### src/rtl/seq_detect_pkg.sv
// Shared types and default constants for the serial pattern detector.
// Build option: SEQ_DETECT_COUNTER_EN enables the saturating match counter.
package seq_detect_pkg;

  localparam int         DEF_PAT_W   = 4;
  localparam int         DEF_CNT_W   = 8;
  localparam logic [3:0] DEF_PAT_RST = 4'b1101;

  typedef enum logic {
    FILL  = 1'b0,
    ARMED = 1'b1
  } state_t;

endpackage

### src/rtl/seq_detect_window.sv
// History window, fill counter and FILL/ARMED state of the pattern detector.
// The window holds the last PAT_W-1 valid bits, newest in the LSB.
module seq_detect_window
  import seq_detect_pkg::*;
#(
  parameter int PAT_W = DEF_PAT_W
) (
  input  logic             clk,
  input  logic             rst,
  input  logic             en,
  input  logic             x,
  input  logic             load,
  input  logic             clr,
  input  logic             hit,
  input  logic             overlap,
  output logic [PAT_W-2:0] win,
  output logic             primed
);

  localparam int             FW   = $clog2(PAT_W);
  localparam logic [FW-1:0]  FULL = FW'(PAT_W - 1);

  state_t           state;
  state_t           state_nx;
  logic [FW-1:0]    fill;
  logic [FW-1:0]    fill_nx;
  logic [PAT_W-2:0] win_nx;
  logic [PAT_W-1:0] shifted;

  assign shifted = {win, x};
  assign primed  = (state == ARMED);

  // State, fill and window registers.
  always_ff @(posedge clk or posedge rst) begin
    if (rst) begin
      state <= FILL;
      fill  <= '0;
      win   <= '0;
    end else begin
      state <= state_nx;
      fill  <= fill_nx;
      win   <= win_nx;
    end
  end

  // Next-state logic; clr and load both restart filling and drop the bit.
  always_comb begin
    state_nx = state;
    fill_nx  = fill;
    win_nx   = win;
    if (clr) begin
      state_nx = FILL;
      fill_nx  = '0;
      win_nx   = '0;
    end else if (load) begin
      state_nx = FILL;
      fill_nx  = '0;
    end else if (en) begin
      win_nx = shifted[PAT_W-2:0];
      if (hit && !overlap) begin
        // Non-overlapping mode: the matched bits must not seed the next match.
        state_nx = FILL;
        fill_nx  = '0;
      end else begin
        case (state)
          FILL: begin
            fill_nx  = fill + FW'(1);
            state_nx = (fill_nx == FULL) ? ARMED : FILL;
          end
          ARMED: begin
            fill_nx  = fill;
            state_nx = ARMED;
          end
          default: begin
            fill_nx  = '0;
            state_nx = FILL;
          end
        endcase
      end
    end else begin
      state_nx = state;
      fill_nx  = fill;
      win_nx   = win;
    end
  end

endmodule

### src/rtl/seq_detect.sv
// Serial pattern detector top: target pattern, compare, match pulse, counter.
// Build option: SEQ_DETECT_COUNTER_EN enables count; otherwise count is 0.
module seq_detect
  import seq_detect_pkg::*;
#(
  parameter int               PAT_W   = DEF_PAT_W,
  parameter int               CNT_W   = DEF_CNT_W,
  parameter logic [PAT_W-1:0] PAT_RST = PAT_W'(DEF_PAT_RST)
) (
  input  logic             clk,
  input  logic             rst,
  input  logic             en,
  input  logic             x,
  input  logic             load,
  input  logic [PAT_W-1:0] pat_in,
  input  logic             overlap,
  input  logic             clr,
  output logic             match,
  output logic [CNT_W-1:0] count,
  output logic             primed
);

  logic [PAT_W-1:0] pat_q;
  logic [PAT_W-2:0] win;
  logic             hit;

  // A bit coinciding with load or clr is discarded and can never complete a match.
  assign hit = en & primed & ~load & ~clr & ({win, x} == pat_q);

  seq_detect_window #(
    .PAT_W(PAT_W)
  ) u_window (
    .clk     (clk),
    .rst     (rst),
    .en      (en),
    .x       (x),
    .load    (load),
    .clr     (clr),
    .hit     (hit),
    .overlap (overlap),
    .win     (win),
    .primed  (primed)
  );

  // Target pattern register.
  always_ff @(posedge clk or posedge rst) begin
    if (rst) begin
      pat_q <= PAT_RST;
    end else if (load) begin
      pat_q <= pat_in;
    end else begin
      pat_q <= pat_q;
    end
  end

  // One-cycle match pulse.
  always_ff @(posedge clk or posedge rst) begin
    if (rst) begin
      match <= 1'b0;
    end else begin
      match <= hit;
    end
  end

`ifdef SEQ_DETECT_COUNTER_EN
  logic [CNT_W-1:0] cnt;

  // Saturating match counter.
  always_ff @(posedge clk or posedge rst) begin
    if (rst) begin
      cnt <= '0;
    end else if (clr) begin
      cnt <= '0;
    end else if (hit && (cnt != {CNT_W{1'b1}})) begin
      cnt <= cnt + CNT_W'(1);
    end else begin
      cnt <= cnt;
    end
  end

  assign count = cnt;
`else
  assign count = '0;
`endif

endmodule

### config.mk
export PLATFORM = sky130hd
export DESIGN_NAME = seq_detect
export DESIGN_NICKNAME = d
export VERILOG_FILES = /design/src/rtl/seq_detect_pkg.sv /design/src/rtl/seq_detect_window.sv /design/src/rtl/seq_detect.sv
export SDC_FILE = /design/constraint.sdc
export NUM_CORES = 1
export LEC_CHECK = 0
export CAP_MARGIN = 20
export CORE_MARGIN = 2
export CORE_UTILIZATION = 38
export CTS_CLUSTER_DIAMETER = 200
export CTS_CLUSTER_SIZE = 12
export DETAILED_ROUTE_END_ITERATION = 10
export HOLD_SLACK_MARGIN = 0.08
export PLACE_DENSITY = 0.83
export SYNTH_ARGS = -nofsm -noshare
export SYNTH_HDL_FRONTEND = slang
export SYNTH_SLANG_ARGS = --single-unit
### constraint.sdc
create_clock -name clk -period 1.35 [get_ports clk]
set_clock_uncertainty 0.05 [all_clocks]
set_input_delay 0.27 -clock clk [delete_from_list [all_inputs] [get_ports clk]]
set_output_delay 0.27 -clock clk [all_outputs]
set_load 0.01 [all_outputs]
==> results.yml, run 1 <==
power_and_ir_drop:
  intPower_uw: 540
  p_comb_share_pct: 18.9
  peakVddDrop_uv: 513
  p_switching_uw: 196
  power.clock.fraction_pct: 31.3
  total_power_uw: 736
  p_leak_uw: 0.000392
  switching_share_pct: 26.7
  seqPwrFrac_pct: 49.8
  powerDensity_mw_per_mm2: 919
logic_synthesis:
  ys_ff_latch: 11
  syn-cell-area_um2: 593
  yosysWarningCount: 0
  avgSynthCellArea_um2: 11.2
  ys_seq_area_share_pct: 47.0
  syn_inst: 53
  synth_cell_type_count: 20
worst_setup_path:
  path_buf_inv: 1
  max_stage_delay_ns: 0.56
  worstSetupPathType: "reg2reg"
  crit_chain: "xnor2_2, nand3_2, buf_4, nor3_4, a31oi_1"
  cp-start-kind: "flip-flop"
  required_ns: 1.46
  cp_top_family: "flip-flops"
  cp_slowest_cell: "dfstp_2"
  crit_fanout: 2
  worstPathArrival_ns: 1.51
  cp-end-kind: "flip-flop"
clocking:
  cts.path.max_buffers: 2
  cts_sinks: 11
  cts_max_level: 1
  cts.reportedPaths.clkPinSlew_ns: 0.07
  insertion_delay_ns: 0.28
  cts_buffers: 3
  cts_hold_buf: 0
  cts_tree: "built"
  cts_root_buf: "clkbuf_4"
route:
  vias: 412
  first_pass_iters: 3
  vias_per_cell: 4.63
  drc: 0
  ant_nets: 0
  dr.first_iter.drc_count: 10
  wl_um: 1100
  drt-wirelength-per-cell_um: 12.3
floorplanning:
  io_pins: 21
  initial_core_util_pct: 39.8
  rows: 14
  die_area_mm2: 0.00189
  design.core.area_mm2: 0.00149
  die_x_um: 43.5
  die_h_um: 43.5
grt:
  antenna_found_initial: 0
  grt_overflow: 0
  grt_max_degree: 12
  grt_pass1_vias: 431
  grt.total_usage_pct: 14.6
  grt_pass1_wl_um: 1850
finish:
  n_antenna_cell: 0
  multiInputGateArea_um2: 307
  fillCellCount: 129
  syn2layout_area_growth_pct: 35.0
  drive_above_1_share_pct: 30.1
  layout.nets: 86
  ff_latch_area_um2: 279
timing:
  setup_viol: 3
  period_share_pct: 104
  hold_viol_final: 0
  finalMaxSlewViolations: 0
  worst_slack_ns: -0.0582
  fmax_ghz: 0.710
  setup_tns_ns: -0.163
  rsz0062_at_grt: "yes"
  min_period_ns: 1.41
placement:
  io_buffers: 12
  gp_congestion: 0.807
  hpwl_um: 825
min_path:
  holdCritPathClass: "in2async"
flow_run:
  maxCapViolCount: 0
run_status:
  status: "complete, but fails checks"
  violations: "setup timing"
==> what timing repair did <==
item,4_1_cts,5_1_grt
endpoints found under the setup margin,4,3
gates resized for setup,6,2
pin swaps,6,0
setup buffers,1,0
hold endpoints to repair,0,0
==> synthesized netlist by cell type, drive strengths merged <==
master / n / share of area, %
nor3: 1 / 1.7
conb: 1 / 0.63
mux2: 4 / 7.6
nand2b: 2 / 2.1
xnor2: 4 / 5.9
mux2i: 3 / 5.1
ha: 1 / 2.1
buf: 8 / 10
inv: 3 / 1.9
o41ai: 1 / 2.7
a31oi: 1 / 1.1
nand3: 2 / 2.5
xor2: 1 / 1.5
dfrtp: 8 / 34
a21oi: 2 / 1.7
dfstp: 3 / 13
nor2: 7 / 5.7
nand2: 1 / 0.63
==> cell type report <==
type,count,share of cell area [%]
flip-flops and latches,11,34.8
repair buffers,17,19.7
inverters,3,1.41
multi-input cells,38,38.3
well taps,16,2.50
clock buffers,4,3.28
==> worst paths after layout <==
check	startpoint	to	slack, ns	cells after the start
worst min-delay path	rst	pat_q[1]	0.24	2
worst max-delay path	pat_q[3]	u_window.fill[0]	-0.06	5
min in group clk	load	match	0.41	4
worst max register to register	pat_q[3]	u_window.fill[0]	-0.06	5
max in group asynchronous	rst	pat_q[0]	0.69	2
worst min register to register	u_window.fill[0]	u_window.fill[0]	0.45	1
==> sequential cells by signal, summed over array words and instances (netlist names) <==
register	flops
u_window.win	3
u_window.fill	2
match	1
u_window.primed	1
pat_q	4
==> per-layer routing <==
metal  vias up  global-route usage (%)  wire, um
met4         0                    10.9        36
li1        198                       -         -
met1       191                    14.3       444
met5         -                       0         0
met2        17                    26.0       548
met3         6                    3.75        68
==> cells by family (layout without fill, tap and decap cells) <==
kind of cell | after synthesis | after routing | synth area share (%)
simple gates | 13 | 13 | 12.7
flops | 11 | 11 | 47.0
mux | 7 | 7 | 12.7
xor+xnor | 5 | 5 | 7.38
other cells | 1 | 8 | 0.632
compound gates | 4 | 4 | 5.49
buf+inv | 11 | 24 | 12.0
fa+ha+maj | 1 | 1 | 2.11
==> stage by stage <==
| step | hold WS [ns] | instances | setup slack [ns] | area, um2 | utilization [%] |
|---|---|---|---|---|---|
| after floorplan | 0.0703 | 60 | 0.00734 | 619 | - |
| after global placement | 0.438 | 84 | -0.209 | 729 | 49.0 |
| after detailed placement | 0.452 | 84 | -0.298 | 729 | 49.0 |
| after CTS | 0.259 | 89 | -0.0642 | 792 | 53.2 |
| after global routing | 0.287 | 89 | -0.119 | 801 | 53.8 |
| final | 0.239 | 89 | -0.0582 | 801 | 53.8 |
==> layout by cell type, fill, tap and decap left out <==
cell / count
inv_1: 3
mux2_2: 4
xnor2_1: 2
xnor2_2: 2
xor2_1: 1
nor2_4: 1
nand3_2: 2
o41ai_4: 1
dlymetal6s2s_1: 1
clkbuf_4: 3
conb_1: 8
a21oi_1: 2
dfstp_2: 3
ha_1: 1
nor2_1: 6
nand2_1: 1
dlygate4sd2_1: 2
mux2i_1: 3
nor3_4: 1
nand2b_1: 2
buf_4: 5
dfrtp_1: 8
clkdlybuf4s50_1: 9
a31oi_1: 1
clkbuf_1: 1
==> power groups by stage <==
stage	clock network (uW)	registers (uW)	logic, uW
2_1_floorplan	0	368	83.1
3_3_place_gp	0	370	114
3_5_place_dp	0	371	118
4_1_cts	234	367	135
5_1_grt	249	369	151
6_report	231	367	139
==> worst reg2reg max path, stage by stage, from the launching register on <==
cell and delay [ns]:
dfstp_2 0.56, xnor2_2 0.12, nand3_2 0.12, buf_4 0.16
nor3_4 0.18, a31oi_1 0.10
Note: power is estimated with default switching activity, not from simulation.
==> run 2, diff against run 1 <==
Settings changed: CORE_MARGIN 2 to default.
==> results.yml, run 2 (synthesis gave the netlist of run 1 again) <==
run_status:
  status: "complete, but fails checks"
  violations: "setup timing"
grt:
  grt_overflow: 0
  grt.total_usage_pct: 13.9
  antenna_found_initial: 0
  grt_max_degree: 12
  grt_pass1_wl_um: 1720
  grt_pass1_vias: 385
timing:
  finalMaxSlewViolations: 0
  rsz0062_at_grt: "yes"
  period_share_pct: 105
  hold_viol_final: 0
  holdWs_ns: 0.237
  min_period_ns: 1.41
  fmax_ghz: 0.707
  setup_viol: 4
  worst_slack_ns: -0.0649
worst_setup_path:
  cp-start-kind: "flip-flop"
  crit_fanout: 2
  cp_slowest_cell: "dfstp_2"
  cp-end-kind: "flip-flop"
  worstSetupPathType: "reg2reg"
  max_stage_delay_ns: 0.54
  crit_chain: "xnor2_1, nand3_1, buf_4, nor3_4, a31oi_1"
  required_ns: 1.46
  worstPathArrival_ns: 1.52
  cp_top_family: "flip-flops"
  path_buf_inv: 1
route:
  ant_nets: 0
  vias_per_cell: 4.64
  first_pass_iters: 3
  drc: 0
  dr.first_iter.drc_count: 6
  wl_um: 974
  vias: 418
  drt-wirelength-per-cell_um: 10.8
power_and_ir_drop:
  intPower_uw: 538
  p_leak_uw: 0.000374
  p_comb_share_pct: 17.7
  switching_share_pct: 25.6
  powerDensity_mw_per_mm2: 926
  seqPwrFrac_pct: 50.5
  power.clock.fraction_pct: 31.8
  p_switching_uw: 185
  peakVddDrop_uv: 563
finish:
  layout_common_cells: "clkdlybuf4s50_1, conb_1, dfrtp_1"
  syn2layout_area_growth_pct: 31.6
  layout.nets: 88
  final_common_cell: "clkdlybuf4s50_1"
  drive_above_1_share_pct: 28.0
  top_regs: "pat_q: 4 flops, u_window.win: 3 flops, u_window.fill: 2 flops"
  top_register: "pat_q"
  n_antenna_cell: 0
  largest_reg_flops: 4
clocking:
  insertion_delay_ns: 0.27
  cts_sinks: 11
  cts_tree: "built"
  cts_root_buf: "clkbuf_4"
  cts_max_level: 1
  cts_hold_buf: 0
  cts_buffers: 3
  cts.path.max_buffers: 2
  postCtsSetupRepairBufs: 0
  cts.reportedPaths.clkPinSlew_ns: 0.07
floorplanning:
  die_x_um: 41.5
  die_area_mm2: 0.00172
  io_pins: 21
  rows: 13
  initial_core_util_pct: 42.9
  die_h_um: 41.5
  design.core.area_mm2: 0.00138
placement:
  dpl_worst_slack_ns: -0.255
  io_buffers: 12
  hpwl_um: 761
  gp_congestion: 0.726
flow_run:
  maxCapViolCount: 0
min_path:
  holdCritPathClass: "in2async"
==> run 2: worst paths after layout <==
kind,startpoint,to,slack [ns],cells after the start
setup / recovery,pat_q[3],u_window.fill[0],-0.06,5
hold / removal,rst,u_window.win[1],0.24,2
setup reg to reg,pat_q[3],u_window.fill[0],-0.06,5
hold reg to reg,u_window.fill[0],u_window.fill[0],0.46,1
max in group asynchronous,rst,pat_q[0],0.68,2
min in group clk,u_window.fill[0],u_window.fill[0],0.46,1
==> run 2: through the flow <==
stage	cell area (um2)	setup TNS (ns)	power (uW)	utilization [%]	std cells
6_report	781	-0.168	723	56.5	90
5_1_grt	781	-0.464	763	56.5	90
4_1_cts	781	-0.152	741	56.5	90
3_5_place_dp	751	-1.66	497	54.3	86
3_3_place_gp	751	-1.45	493	54.3	86
2_1_floorplan	619	0	451	-	60
==> run 2: power groups by stage <==
stage / sequential [uW] / clock, uW / combinational (uW)
2_1_floorplan: 368 / 0 / 83.1
5_1_grt: 368 / 255 / 140
3_5_place_dp: 371 / 0 / 125
3_3_place_gp: 370 / 0 / 123
6_report: 365 / 230 / 128
4_1_cts: 365 / 247 / 129
==> run 2: worst reg2reg max path: cells and delay by family (launching register included) <==
kind | cells | cell delay (ns)
xor+xnor | 1 | 0.11
simple gates | 2 | 0.31
flops | 1 | 0.54
compound gates | 1 | 0.10
buf+inv | 1 | 0.18
==> run 2: layer usage <==
layer	routed length (um)	global-route usage (%)	vias up	part of all wire, %
met3	65	6.52	5	6.7
met4	32	9.68	0	3.3
met5	0	0	-	0
met1	437	16.9	191	45
met2	439	19.1	17	45
li1	-	-	205	-
==> run 2: final cells by class <==
type                       count  area, um2
fill                         137        602
sequential                    11        279
multi-input combinational     38        275
timing repair buffer          19        170
clock buffer                   4       26.3
tap                           15       18.8
inverter                       3       11.3
==> run 2: repair_timing <==
item | 4_1_cts | 5_1_grt
pin swaps | 6 | 1
gates cloned | 0 | 0
setup endpoints to repair | 6 | 4
resized for setup | 3 | 0
==> run 3, diff against run 2 <==
Settings changed: CAP_MARGIN 20 to 5, PLACE_DENSITY 0.83 to 0.84, SYNTH_HIERARCHICAL from default to 1, TNS_END_PERCENT from default to 10.
==> results.yml, run 3 <==
run_status:
  status: "complete, but fails checks"
  violations: "setup timing"
logic_synthesis:
  yosys.area.top_type_share_pct: 34.7
  avgSynthCellArea_um2: 11.3
  netlist_top_cells_count: "buf_4, dfrtp_1, nor2_1, inv_1, mux2_2"
  syn-cell-area_um2: 577
  synthArstFlopShare_pct: 100
  ys_seq_area_share_pct: 48.4
  synth_edf_count: 0
  ys_ff_latch: 11
  syn_inst: 51
  synth_top_cell_by_area: "dfrtp_1"
  synth_area_leaders: "dfrtp_1, dfstp_2, buf_4"
  yosysWarningCount: 6
  ys.flop_type: "dfrtp_1"
  synth_cell_type_count: 18
grt:
  grt_use_met1_pct: 17.7
  met2_usage_pct: 30.5
  grt_pass1_wl_um: 1720
  met3_usage_pct: 4.89
  grt_max_degree: 7
  grt_most_used_layer: "met2"
  grt.total_usage_pct: 17.2
  grt_pass1_vias: 406
  antenna_found_initial: 0
  grt_overflow: 0
clocking:
  cts_tree: "built"
  cts_sinks: 11
  cts_buffers: 3
  insertion_delay_ns: 0.26
  cts.reportedPaths.clkPinSlew_ns: 0.07
  cts_root_buf: "clkbuf_4"
  cts_max_level: 1
  cts_hold_buf: 0
  cts.path.max_buffers: 2
finish:
  layout.nets: 85
  stdcell_count: 87
  top_register: "pat_q"
  n_antenna_cell: 0
  largest_reg_flops: 4
  layout_common_cells: "conb_1, dfrtp_1, clkdlybuf4s50_1, buf_4, nor2_1"
  drive_above_1_share_pct: 34.7
  syn2layout_area_growth_pct: 37.5
  fin_area_um2: 793
  top_regs: "pat_q: 4 flops, u_window/win: 3 flops, u_window/fill: 2 flops"
min_path:
  holdCritPathClass: "in2async"
timing:
  setup_viol: 3
  finalMaxSlewViolations: 0
  hold_viol_final: 0
  rsz0062_at_grt: "yes"
  fmax_ghz: 0.696
  min_period_ns: 1.44
  worst_slack_ns: -0.0877
  period_share_pct: 106
placement:
  gp_congestion: 0.733
  dpl_cell_area_um2: 726
  dpl_worst_slack_ns: -0.482
  io_buffers: 12
  hpwl_um: 868
  dp.cells: 82
floorplanning:
  rows: 13
  die_area_mm2: 0.00168
  design.core.area_mm2: 0.00135
  initial_core_util_pct: 42.7
  die_h_um: 41.0
  die_x_um: 41.0
  io_pins: 21
route:
  vias: 399
  dr.first_iter.drc_count: 3
  drc: 0
  ant_nets: 0
  wl_um: 1060
  drt-wirelength-per-cell_um: 12.1
  first_pass_iters: 2
  vias_per_cell: 4.59
worst_setup_path:
  cp-end-kind: "flip-flop"
  crit_fanout: 3
  r2r-start: "pat_q[3]"
  critPathLaunch: "pat_q[3]"
  cp_slowest_cell: "dfstp_2"
  crit_chain: "xor2_2, nor4_4, a311o_1, a211oi_2"
  worstPathArrival_ns: 1.56
  rrSetupSlack_ns: -0.09
  cp-start-kind: "flip-flop"
  max_stage_delay_ns: 0.56
  r2r_cells: 4
  required_ns: 1.47
  worstSetupPathType: "reg2reg"
power_and_ir_drop:
  seqPwrFrac_pct: 52.3
  power.clock.fraction_pct: 30.4
  intPower_uw: 535
  powerDensity_mw_per_mm2: 898
  total_power_uw: 713
  p_switching_uw: 177
  p_leak_uw: 0.000384
  p_comb_share_pct: 17.3
  switching_share_pct: 24.9
  peakVddDrop_uv: 553
flow_run:
  maxCapViolCount: 0
==> run 3: logic make-up (layout without fill, tap and decap cells) <==
logic type                 after synthesis  after routing  synth area share (%)
buffers and inverters                   12             26                  13.0
DFF                                     11             11                  48.4
and+or+nand+nor                         11             11                  10.4
muxes                                    7              7                  13.0
xor gates and xnor gates                 5              5                  7.59
AOI/OAI and AO/OA                        3              3                  4.77
adders and majority gates                1              1                  2.17
other                                    1              8                 0.650
==> run 3: power by group through the flow <==
stage          Sequential [uW]  Combinational [uW]  Clock (uW)
3_3_place_gp               371                 113           0
6_report                   373                 124         217
5_1_grt                    374                 138         234
2_1_floorplan              369                79.7           0
3_5_place_dp               373                 116           0
4_1_cts                    371                 123         223
==> run 3: path summary, 6_finish.rpt <==
| path | endpoint |
|---|---|
| min in group clk | u_window/win[2] |
| worst max-delay path | u_window/fill[1] |
| max in group asynchronous | pat_q[0] |
| worst min-delay path | match |
| worst min register to register | u_window/fill[0] |
| worst max register to register | u_window/fill[1] |
==> run 3: cell type report <==
cell class | instances | area (um2)
fill | 132 | 557
multi-input combinational | 35 | 297
sequential | 11 | 279
timing repair buffer | 18 | 158
clock buffer | 4 | 26.3
tap | 15 | 18.8
inverter | 4 | 15.0
==> run 3: worst max-delay path, delay by kind of cell (launching register included) <==
family | cells | cell delay, ns
AO/OA/AOI/OAI | 2 | 0.48
XOR/XNOR | 1 | 0.18
flip-flops | 1 | 0.56
AND/OR/NAND/NOR | 1 | 0.07
==> run 3: metal layers <==
layer / routed length [um] / vias up
met3: 58 / 2
li1: - / 191
met1: 387 / 188
met2: 597 / 18
met5: 0 / -
met4: 14 / 0
==> run 3: repair_timing <==
| action | in CTS | in global routing |
|---|---|---|
| pin swaps | 5 | 0 |
| endpoints found under the setup margin | 5 | 4 |
| setup buffers | 1 | 0 |
| gates resized for setup | 11 | 3 |
| endpoints found under the hold margin | 0 | 0 |
==> run 3: through the flow <==
step           hold slack [ns]  util, %  TNS, ns
2_1_floorplan         -0.00366        -  -0.0445
6_report                 0.184     58.8   -0.243
5_1_grt                  0.232     58.8   -0.459
3_5_place_dp             0.472     53.8    -2.17
3_3_place_gp             0.465     53.8    -1.88
4_1_cts                  0.192     58.4   -0.202
